$ cat src/rtl/pipe_hazard_scoreboard.sv
// -----------------------------------------------------------------------------
// pipe_hazard_scoreboard
//
// Hazard and forwarding controller for the 64-bit RISC-V pipeline. It tracks
// the instructions in flight after ID in a DEPTH-entry shift register:
// entry 0 = EX, entry 1 = MEM, ..., entry DEPTH-1 = WB.
// From that register it raises load-use stalls, branch flushes and the EX
// operand forward selects. It also keeps saturating stall/flush event counters.
//
// Parameters
//   REG_AW    register-index width
//   DEPTH     tracked stages after ID (EX..WB), legal range 3..6
//   BR_STAGE  entry index at which branches resolve (1 = MEM)
//   CNT_W     event counter width
//
// Ports
//   clk, reset      rising-edge clock; synchronous active-high reset
//   id_*            fields of the instruction currently held in ID
//   branch_taken    branch in entry BR_STAGE resolved taken this cycle
//   stall           hold PC and IF/ID, bubble into ID/EX (combinational)
//   flush_front     clear IF/ID and entries 0..BR_STAGE (combinational)
//   fwd_a, fwd_b    EX operand source: 0 = regfile, k = entry k result
//   stall_cnt       saturating count of cycles with stall=1
//   flush_cnt       saturating count of cycles with flush_front=1
// -----------------------------------------------------------------------------
module pipe_hazard_scoreboard #(
  parameter int unsigned REG_AW   = 5,
  parameter int unsigned DEPTH    = 3,
  parameter int unsigned BR_STAGE = 1,
  parameter int unsigned CNT_W    = 32
) (
  input  logic                     clk,
  input  logic                     reset,
  input  logic                     id_valid,
  input  logic [REG_AW-1:0]        id_rs1,
  input  logic [REG_AW-1:0]        id_rs2,
  input  logic                     id_use_rs1,
  input  logic                     id_use_rs2,
  input  logic [REG_AW-1:0]        id_rd,
  input  logic                     id_regwrite,
  input  logic                     id_memread,
  input  logic                     branch_taken,
  output logic                     stall,
  output logic                     flush_front,
  output logic [$clog2(DEPTH)-1:0] fwd_a,
  output logic [$clog2(DEPTH)-1:0] fwd_b,
  output logic [CNT_W-1:0]         stall_cnt,
  output logic [CNT_W-1:0]         flush_cnt
);

  localparam int unsigned FW = $clog2(DEPTH);

  typedef struct packed {
    logic              valid;
    logic [REG_AW-1:0] rs1;
    logic [REG_AW-1:0] rs2;
    logic              use1;
    logic              use2;
    logic [REG_AW-1:0] rd;
    logic              regwrite;
    logic              memread;
  } entry_t;

  entry_t             ent_q [DEPTH];
  entry_t             ent_d [DEPTH];
  entry_t             id_ent;
  logic [DEPTH-1:0]   writer;
  logic [CNT_W-1:0]   stall_cnt_q, stall_cnt_d;
  logic [CNT_W-1:0]   flush_cnt_q, flush_cnt_d;
  logic               found_a, found_b;

  always_comb begin
    id_ent          = '0;
    id_ent.valid    = id_valid;
    id_ent.rs1      = id_rs1;
    id_ent.rs2      = id_rs2;
    id_ent.use1     = id_use_rs1;
    id_ent.use2     = id_use_rs2;
    id_ent.rd       = id_rd;
    id_ent.regwrite = id_regwrite;
    id_ent.memread  = id_memread;
  end

  // x0 is never a writer, so it can neither hazard nor forward.
  always_comb begin
    writer = '0;
    for (int unsigned k = 0; k < DEPTH; k++) begin
      writer[k] = ent_q[k].valid & ent_q[k].regwrite & (ent_q[k].rd != '0);
    end
  end

  // Load-use stall; a taken branch discards the dependent instruction anyway,
  // so the flush suppresses the stall.
  always_comb begin
    flush_front = branch_taken;
    stall = id_valid & writer[0] & ent_q[0].memread &
            ((id_use_rs1 & (id_rs1 == ent_q[0].rd)) |
             (id_use_rs2 & (id_rs2 == ent_q[0].rd))) &
            ~branch_taken;
  end

  // Forward selects: scan from the youngest older entry upward so the nearest
  // producer wins. A load only has its data once it reaches WB.
  always_comb begin
    fwd_a   = '0;
    fwd_b   = '0;
    found_a = 1'b0;
    found_b = 1'b0;
    for (int unsigned k = 1; k < DEPTH; k++) begin
      if (ent_q[0].valid && writer[k] && !(ent_q[k].memread && (k != DEPTH - 1))) begin
        if (!found_a && ent_q[0].use1 && (ent_q[k].rd == ent_q[0].rs1)) begin
          fwd_a   = FW'(k);
          found_a = 1'b1;
        end
        if (!found_b && ent_q[0].use2 && (ent_q[k].rd == ent_q[0].rs2)) begin
          fwd_b   = FW'(k);
          found_b = 1'b1;
        end
      end
    end
  end

  // Next scoreboard contents: plain shift, then bubble entry 0 and, on a
  // flush, overwrite the shifted entries 1..BR_STAGE with bubbles.
  always_comb begin
    for (int unsigned k = 0; k < DEPTH; k++) begin
      ent_d[k] = '0;
    end
    ent_d[0] = (stall | flush_front | ~id_valid) ? '0 : id_ent;
    for (int unsigned k = 1; k < DEPTH; k++) begin
      ent_d[k] = (flush_front && (k <= BR_STAGE)) ? '0 : ent_q[k-1];
    end
  end

  always_comb begin
    stall_cnt_d = stall_cnt_q;
    flush_cnt_d = flush_cnt_q;
    if (stall && (stall_cnt_q != '1)) begin
      stall_cnt_d = stall_cnt_q + 1'b1;
    end
    if (flush_front && (flush_cnt_q != '1)) begin
      flush_cnt_d = flush_cnt_q + 1'b1;
    end
  end

  always_ff @(posedge clk) begin
    if (reset) begin
      for (int unsigned k = 0; k < DEPTH; k++) begin
        ent_q[k] <= '0;
      end
      stall_cnt_q <= '0;
      flush_cnt_q <= '0;
    end else begin
      for (int unsigned k = 0; k < DEPTH; k++) begin
        ent_q[k] <= ent_d[k];
      end
      stall_cnt_q <= stall_cnt_d;
      flush_cnt_q <= flush_cnt_d;
    end
  end

  assign stall_cnt = stall_cnt_q;
  assign flush_cnt = flush_cnt_q;

endmodule

$ cat config.mk
export PLATFORM = sky130hd
export DESIGN_NAME = pipe_hazard_scoreboard
export DESIGN_NICKNAME = d
export VERILOG_FILES = /design/src/rtl/pipe_hazard_scoreboard.sv
export SDC_FILE = /design/constraint.sdc
export NUM_CORES = 1
export LEC_CHECK = 0
export BUFFER_PORTS_ARGS = -buffer_cell sky130_fd_sc_hd__buf_2
export CELL_PAD_IN_SITES_DETAIL_PLACEMENT = 1
export CELL_PAD_IN_SITES_GLOBAL_PLACEMENT = 2
export CORE_ASPECT_RATIO = 1.75
export CORE_MARGIN = 2
export CORE_UTILIZATION = 35
export DETAILED_ROUTE_END_ITERATION = 10
export GPL_TIMING_DRIVEN = 0
export PLACE_DENSITY = 0.85
export SKIP_LAST_GASP = 1
export SLEW_MARGIN = 5
export SYNTH_ARGS = -nofsm -noshare
export SYNTH_HDL_FRONTEND = slang
export SYNTH_SLANG_ARGS = --single-unit
$ cat constraint.sdc
create_clock -name clk -period 2.87 [get_ports clk]
set_input_delay 0.4305 -clock clk [delete_from_list [all_inputs] [get_ports clk]]
set_output_delay 0.4305 -clock clk [all_outputs]
set_load 0.02 [all_outputs]
==> summary.txt, run 1 <==
STA
  • Fmax: around 400 MHz
  • Hold Fails Final Rpt: 0
  • Post-route worst setup slack: 331 ps
  • Unrepaired setup endpoints after global routing: false
  • Fin crit share: 88.5%
  • Final Slew Violations: 0
  • Worst slew margin: 44.4%
  • Tmin final: about 2500 ps
  • Hold WS: 282 ps
  • Actual slew at the worst max-slew pin: 831 ps
  • Final setup vio count: 0
  • Layout Skew: 6.23 ps
  • Setup_tns: 0 ps

Clock tree
  • CTS Buf Count: 9
  • Number of setup buffers added after CTS: 0
  • TritonCTS clock tree: built
  • Clk_lat worst skew: roughly 350 ps
  • Clock transition at path regs: 70 ps
  • # resized after CTS: 0
  • Total clock sinks: 99
  • H-tree depth: 3
  • Cts hold-fix bufs: 0
  • Clock root cell: clkbuf_16
  • CTS max path bufs: 2

Setup path
  • Worst setup path start: ent_q[0][3]
  • Worst Reg-to-Reg Cells: 9
  • Path type of the worst setup path: flip-flop to primary output
  • CP required: about 2400 ps
  • Worst Setup End Kind: primary output
  • CP arrival: 2110 ps
  • Crit Path Max Fanout: 10
  • Internal reg-to-reg setup slack: around 520 ps
  • R2R Path Start: stall_cnt[0]
  • CP Launch Type: flip-flop
  • Crit Reg-Reg Endpoint: stall_cnt[1]
  • CP endpoint: stall

Layout
  • Commonest non-fill, non-tap cell in the layout: dfxtp_1
  • Core Util, Final: 43.9%
  • Non-Filler Instances: 779
  • Share of layout cells above drive strength 1: 21.3%
  • Synthesis-to-finish area growth: 21.6%
  • Most frequent cells in the layout: 99 x dfxtp_1, 95 x buf_2, 53 x nor2_1
  • Final instance area: 0.00548 sq mm
  • Fillers: 1,517
  • # nets final: 631
  • Diode count: 0

Synthesis
  • Post-Syn Area per Cell: 8.96 sq um
  • Yosys warning total: 0
  • Top_reg_cell synth: dfxtp_1
  • Mapped Nets: 528
  • Count of state elements after synthesis: slightly below 100
  • Post-Syn Area: 0.00451 sq mm
  • Mapped Cells: 503
  • Distinct cells, synth: 54
  • Number of flops mapped to enable cells by yosys: 0
  • FFs w/ async S/R, synth: 0%
  • Seq/Total Area, Yosys: approximately 44%

Drt
  • DR WL/cell: 16.5 um
  • WL final: between 10,000 and 15,000 um
  • Router iterations before antenna repair: 4
  • DRT iter0 DRCs: 62
  • Vias/cell: 5.22
  • DRC violations left: 0
  • Final ANT Viol Nets: 0
  • Via count: ~4,000

GRT
  • Vias in the first global route: about 4,400
  • Grt ovf: 0
  • Initial antenna violation count: 1
  • All-Layer GR Usage: 19.2%
  • Largest net degree at the start of global routing: 17
  • First-pass GRT wire length: 21,400 um

Placement
  • # port buffers: 92
  • Post-DP HPWL: 10,000 um
  • Placed cells: 763
  • Placed cell area: 0.00518 sq mm
  • Dpl ws: 487 ps
  • GPL Wtd Cong: 0.846

Die
  • DIE HEIGHT: 154 um
  • IO Count: 93
  • Die W: 89.8 um
  • FP Rows: 54
  • Initial Util: approximately 36%
  • Die area: 0.0138 sq mm
  • Core box area: 0.0125 sq mm

Power and ir drop
  • Switch Pwr: just over 600 uW
  • Switch share: 22.3%
  • Clock Power Share: 45.1%
  • Power Density: 502 mW/mm^2
  • Cell Int Power: 2.14 mW
  • Pwr Total: between 2 and 3 mW
  • Reg power frac: 50.8%
  • Worst VDD drop: 0.318 mV
  • Combinational share of power: 4.1%
  • Leakage: ~2.2 nW

Min path
  • Worst hold stages: 2
  • Hold Crit Class: input port to flip-flop

Run status
  • Outcome: finished clean

Run
  • Maxcap violations: 0
==> state kept, by name, indices dropped and copies added, names as in the netlist <==
register and flops:
flush_cnt 32, ent_q 35, stall_cnt 32
==> worst min path at each step <==
stage / from / end
global route: id_rd[1] / ent_q[0][3]
floorplan: ent_q[0][39] / ent_q[0][59]
global placement: ent_q[0][39] / ent_q[0][59]
CTS: id_regwrite / ent_q[0][1]
detailed placement: ent_q[0][21] / ent_q[0][41]
finish: id_regwrite / ent_q[0][1]
==> Yosys cell counts, types with 2 or more instances <==
cell,count,share of area [%]
a21oi_1,22,2.4
a31oi_1,3,0.42
and2_1,32,4.4
and3_1,8,1.1
and4_1,6,1.2
buf_2,3,0.33
buf_4,2,0.33
clkbuf_1,8,0.67
dfxtp_1,99,44
ha_1,2,0.55
inv_1,7,0.58
mux2_1,2,0.50
mux2_2,2,0.50
mux2i_1,2,0.44
nand2_1,33,2.7
nand3_1,25,2.8
nand4_1,26,3.6
nor2_1,53,4.4
nor2b_1,10,1.4
nor3_1,7,0.78
nor4_1,8,1.1
o21ai_0,12,1.3
o21ai_1,11,1.2
o31ai_1,4,0.67
or3_1,19,2.6
or4_1,11,1.8
xnor2_1,28,5.4
xor2_1,32,6.2
==> power groups by stage <==
| stage | Combinational [mW] | Sequential, mW | Clock [mW] |
|---|---|---|---|
| after global placement | 0.109 | 1.43 | 0 |
| after floorplan | 0.0607 | 1.43 | 0 |
| after detailed placement | 0.113 | 1.43 | 0 |
| after global routing | 0.123 | 1.40 | 1.32 |
| final | 0.112 | 1.40 | 1.24 |
| after CTS | 0.114 | 1.40 | 1.28 |
==> routing by layer <==
| metal | vias to the layer above | GRT usage (%) | wire (um) |
|---|---|---|---|
| met4 | 2 | 7.84 | 301 |
| met5 | - | 0 | 8 |
| met1 | 1983 | 18.3 | 4720 |
| met3 | 21 | 4.65 | 514 |
| li1 | 1986 | - | - |
| met2 | 72 | 38.3 | 7340 |
==> critical path, cell delays in order (launching register included) <==
cell and delay, ps:
dfxtp_1 350, or4_1 580, o2111ai_2 270, nor2_2 130, nand2_4 110, buf_6 140
inv_1 40, buf_2 150
==> cell families (layout without fill, tap and decap cells) <==
logic type | after synthesis | count (layout) | share of synthesized area, %
and+or+nand+nor | 249 | 249 | 30.5
DFF | 99 | 99 | 44.0
AOI/OAI and AO/OA | 63 | 63 | 8.80
xor gates and xnor gates | 60 | 60 | 11.7
buffers and inverters | 24 | 132 | 3.05
muxes | 6 | 6 | 1.44
adders and majority gates | 2 | 2 | 0.555
==> cell type report <==
class / instances / area, sq um / area share, %
Buffer: 17 / 111 / 2.03
Clock buffer: 12 / 246 / 4.50
Clock inverter: 4 / 56.3 / 1.03
Inverter: 7 / 26.3 / 0.479
Multi-Input combinational cell: 380 / 2390 / 43.6
Sequential cell: 99 / 1980 / 36.1
Tap cell: 168 / 210 / 3.83
Timing Repair Buffer: 92 / 460 / 8.40
(Power assumes the default switching activity.)
==> inputs of run 2 (changes only) <==
CORE_UTILIZATION = 29   (was 35)
CTS_CLUSTER_DIAMETER = 30   (was unset)
PLACE_DENSITY = 0.75   (was 0.85)
clock period = 2.2 ns   (was 2.87 ns; I/O delays follow)
==> summary.txt, run 2 (synthesis gave the netlist of run 1 again) <==
Setup path
  • Worst Reg-to-Reg Cells: 9 (unchanged)
  • CP arrival: 1900 ps (was 2110 ps)
  • CP required: 1870 ps (was 2440 ps)
  • Worst Setup End Kind: primary output (unchanged)
  • Crit Path Max Fanout: 4 (was 10)
  • Internal reg-to-reg setup slack: 30 ps (was 520 ps)
  • CP Launch Type: flip-flop (unchanged)
  • Path type of the worst setup path: flip-flop to primary output (unchanged)

Clock tree
  • CTS max path bufs: 2 (unchanged)
  • Clock transition at path regs: 70 ps (about the same)
  • H-tree depth: 3 (unchanged)
  • Clk_lat worst skew: 350 ps (about the same)
  • Clock root cell: clkbuf_16 (unchanged)
  • Cts hold-fix bufs: 0 (unchanged)
  • CTS Buf Count: 9 (unchanged)
  • Total clock sinks: 99 (unchanged)
  • TritonCTS clock tree: built (unchanged)

Layout
  • Largest register FFs: 35 (unchanged)
  • Diode count: 0 (unchanged)
  • Share of layout cells above drive strength 1: 29.1% (was 21.3%)
  • Non-Filler Instances: 815 (was 779)
  • Fillers: 1,848 (was 1,517)
  • # nets final: 649 (was 631)
  • Commonest non-fill, non-tap cell in the layout: buf_2 (was dfxtp_1)
  • Top reg by flops: ent_q (unchanged)
  • Core Util, Final: 38.4% (was 43.9%)
  • Most frequent cells in the layout: 93 x buf_2, 87 x dfxtp_1, 53 x nor2_1 (was 99 x dfxtp_1, 95 x buf_2, 53 x nor2_1)
  • Synthesis-to-finish area growth: 30.4% (was 21.6%)

STA
  • Hold WS: 185 ps (was 282 ps)
  • Fin crit share: 102%
  • Post-route worst setup slack: -33.3 ps (was 331 ps)
  • Tmin final: 2230 ps
  • Final setup vio count: 1 (was 0)
  • Final Slew Violations: 0 (unchanged)
  • Layout Skew: 5.03 ps (was 6.23 ps)
  • Unrepaired setup endpoints after global routing: true (was false)
  • Actual slew at the worst max-slew pin: 649 ps (was 831 ps)
  • Hold Fails Final Rpt: 0 (unchanged)
  • Fmax: around 450 MHz
  • Worst slew margin: 56.7% (was 44.4%)

Placement
  • Placed cells: 781 (was 763)
  • GPL Wtd Cong: 0.839 (was 0.846)
  • Post-DP HPWL: 10,400 um (was 10,000 um)
  • # port buffers: 92 (unchanged)
  • Dpl ws: -241 ps (was 487 ps)

GRT
  • First-pass GRT wire length: 21,900 um (was 21,400 um)
  • Grt ovf: 0 (unchanged)
  • All-Layer GR Usage: 16.5% (was 19.2%)
  • Vias in the first global route: 4,399 (was 4,387)
  • Initial antenna violation count: 0 (was 1)
  • Largest net degree at the start of global routing: 19 (was 17)

Die
  • FP Rows: 60 (was 54)
  • Die W: 98.3 um (was 89.8 um)
  • Die area: 0.0166 sq mm (was 0.0138 sq mm)
  • Core box area: 0.0153 sq mm (was 0.0125 sq mm)
  • DIE HEIGHT: 169 um (was 154 um)
  • IO Count: 93 (unchanged)
  • Initial Util: 29.4% (was 36.1%)

Power and ir drop
  • Leakage: 2.35 nW (was 2.21 nW)
  • Worst VDD drop: 0.311 mV (was 0.318 mV)
  • Power Density: 637 mW/mm^2 (was 502 mW/mm^2)

Run status
  • Outcome: finished with violations (was finished clean)
  • Failing checks: setup timing

Drt
  • Router iterations before antenna repair: 4 (unchanged)
  • WL final: 13,700 um (was 12,900 um)
  • DRC violations left: 0 (unchanged)
  • Via count: 4,170 (was 4,064)
  • Vias/cell: 5.12 (was 5.22)
  • Final ANT Viol Nets: 0 (unchanged)
  • DR WL/cell: 16.8 um (was 16.5 um)
  • DRT iter0 DRCs: 69 (was 62)

Min path
  • Hold Crit Class: input port to flip-flop (unchanged)
  • Worst hold stages: 2 (unchanged)

Run
  • Maxcap violations: 0 (unchanged)
==> run 2: changes by cell type in the layout (fill, tap and decap cells not counted), moves of 3 or more <==
| cell | change |
|---|---|
| buf_4 | +16 |
| dfxtp_1 | -12 |
| dfxtp_2 | +6 |
| dfxtp_4 | +6 |
| nor4_1 | -4 |
| nor3_1 | -3 |
| nor4_2 | +3 |
==> run 2: worst max-delay path: stages, from the launching register on <==
cell	delay, ps
dfxtp_4	360
or4_4	550
o2111ai_4	250
nor2_4	60
nand2_4	80
buf_6	110
inv_2	30
buf_6	120
==> run 2: area by class of cell <==
cell class | count | area (sq um) | share of cell area [%]
repair buffers | 109 | 618 | 10.5
clock inverters | 7 | 108 | 1.83
clock buffers | 9 | 225 | 3.83
plain buffers | 17 | 111 | 1.89
well taps | 186 | 233 | 3.96
inverters | 7 | 26.3 | 0.447
multi-input cells | 381 | 2550 | 43.3
flip-flops and latches | 99 | 2010 | 34.2
==> run 2: stage by stage <==
stage | area, sq um | power [mW] | TNS [ps]
after global placement | 5200 | 2.01 | -2390
after CTS | 5650 | 3.79 | -116
final | 5880 | 3.74 | -33.3
after global routing | 5880 | 3.88 | -353
after floorplan | 4510 | 1.95 | 0
after detailed placement | 5200 | 2.02 | -3310
==> run 2: worst paths after layout <==
kind / from / end
min: id_rd[4] / ent_q[0][6]
max: ent_q[0][3] / stall
max reg2reg: ent_q[0][3] / stall_cnt[25]
min reg2reg: ent_q[0][39] / ent_q[0][59]
==> run 2: repair_timing <==
action | 4_1_cts | 5_1_grt
pin swaps | 6 | 15
gates cloned | 0 | 2
endpoints found under the hold margin | 0 | 0
gates resized for setup | 19 | 31
setup endpoints to repair | 28 | 43
setup buffers | 5 | 11
==> run 2: layer usage <==
metal | share of wire, % | wire length, um | track usage [%] | vias up
met5 | 0 | 0 | 0 | -
met2 | 56 | 7680 | 32.3 | 85
met4 | 2.8 | 386 | 6.43 | 0
met3 | 4.0 | 541 | 3.59 | 23
li1 | - | - | - | 2021
met1 | 37 | 5060 | 16.7 | 2041
==> run 2: report_power, final <==
| group | leakage [nW] | internal [mW] | switching (mW) | total [mW] |
|---|---|---|---|---|
| registers | 0.807 | 1.80 | 0.0190 | 1.82 |
| clock network | 0.160 | 1.02 | 0.750 | 1.77 |
| logic | 1.38 | 0.0627 | 0.0919 | 0.155 |
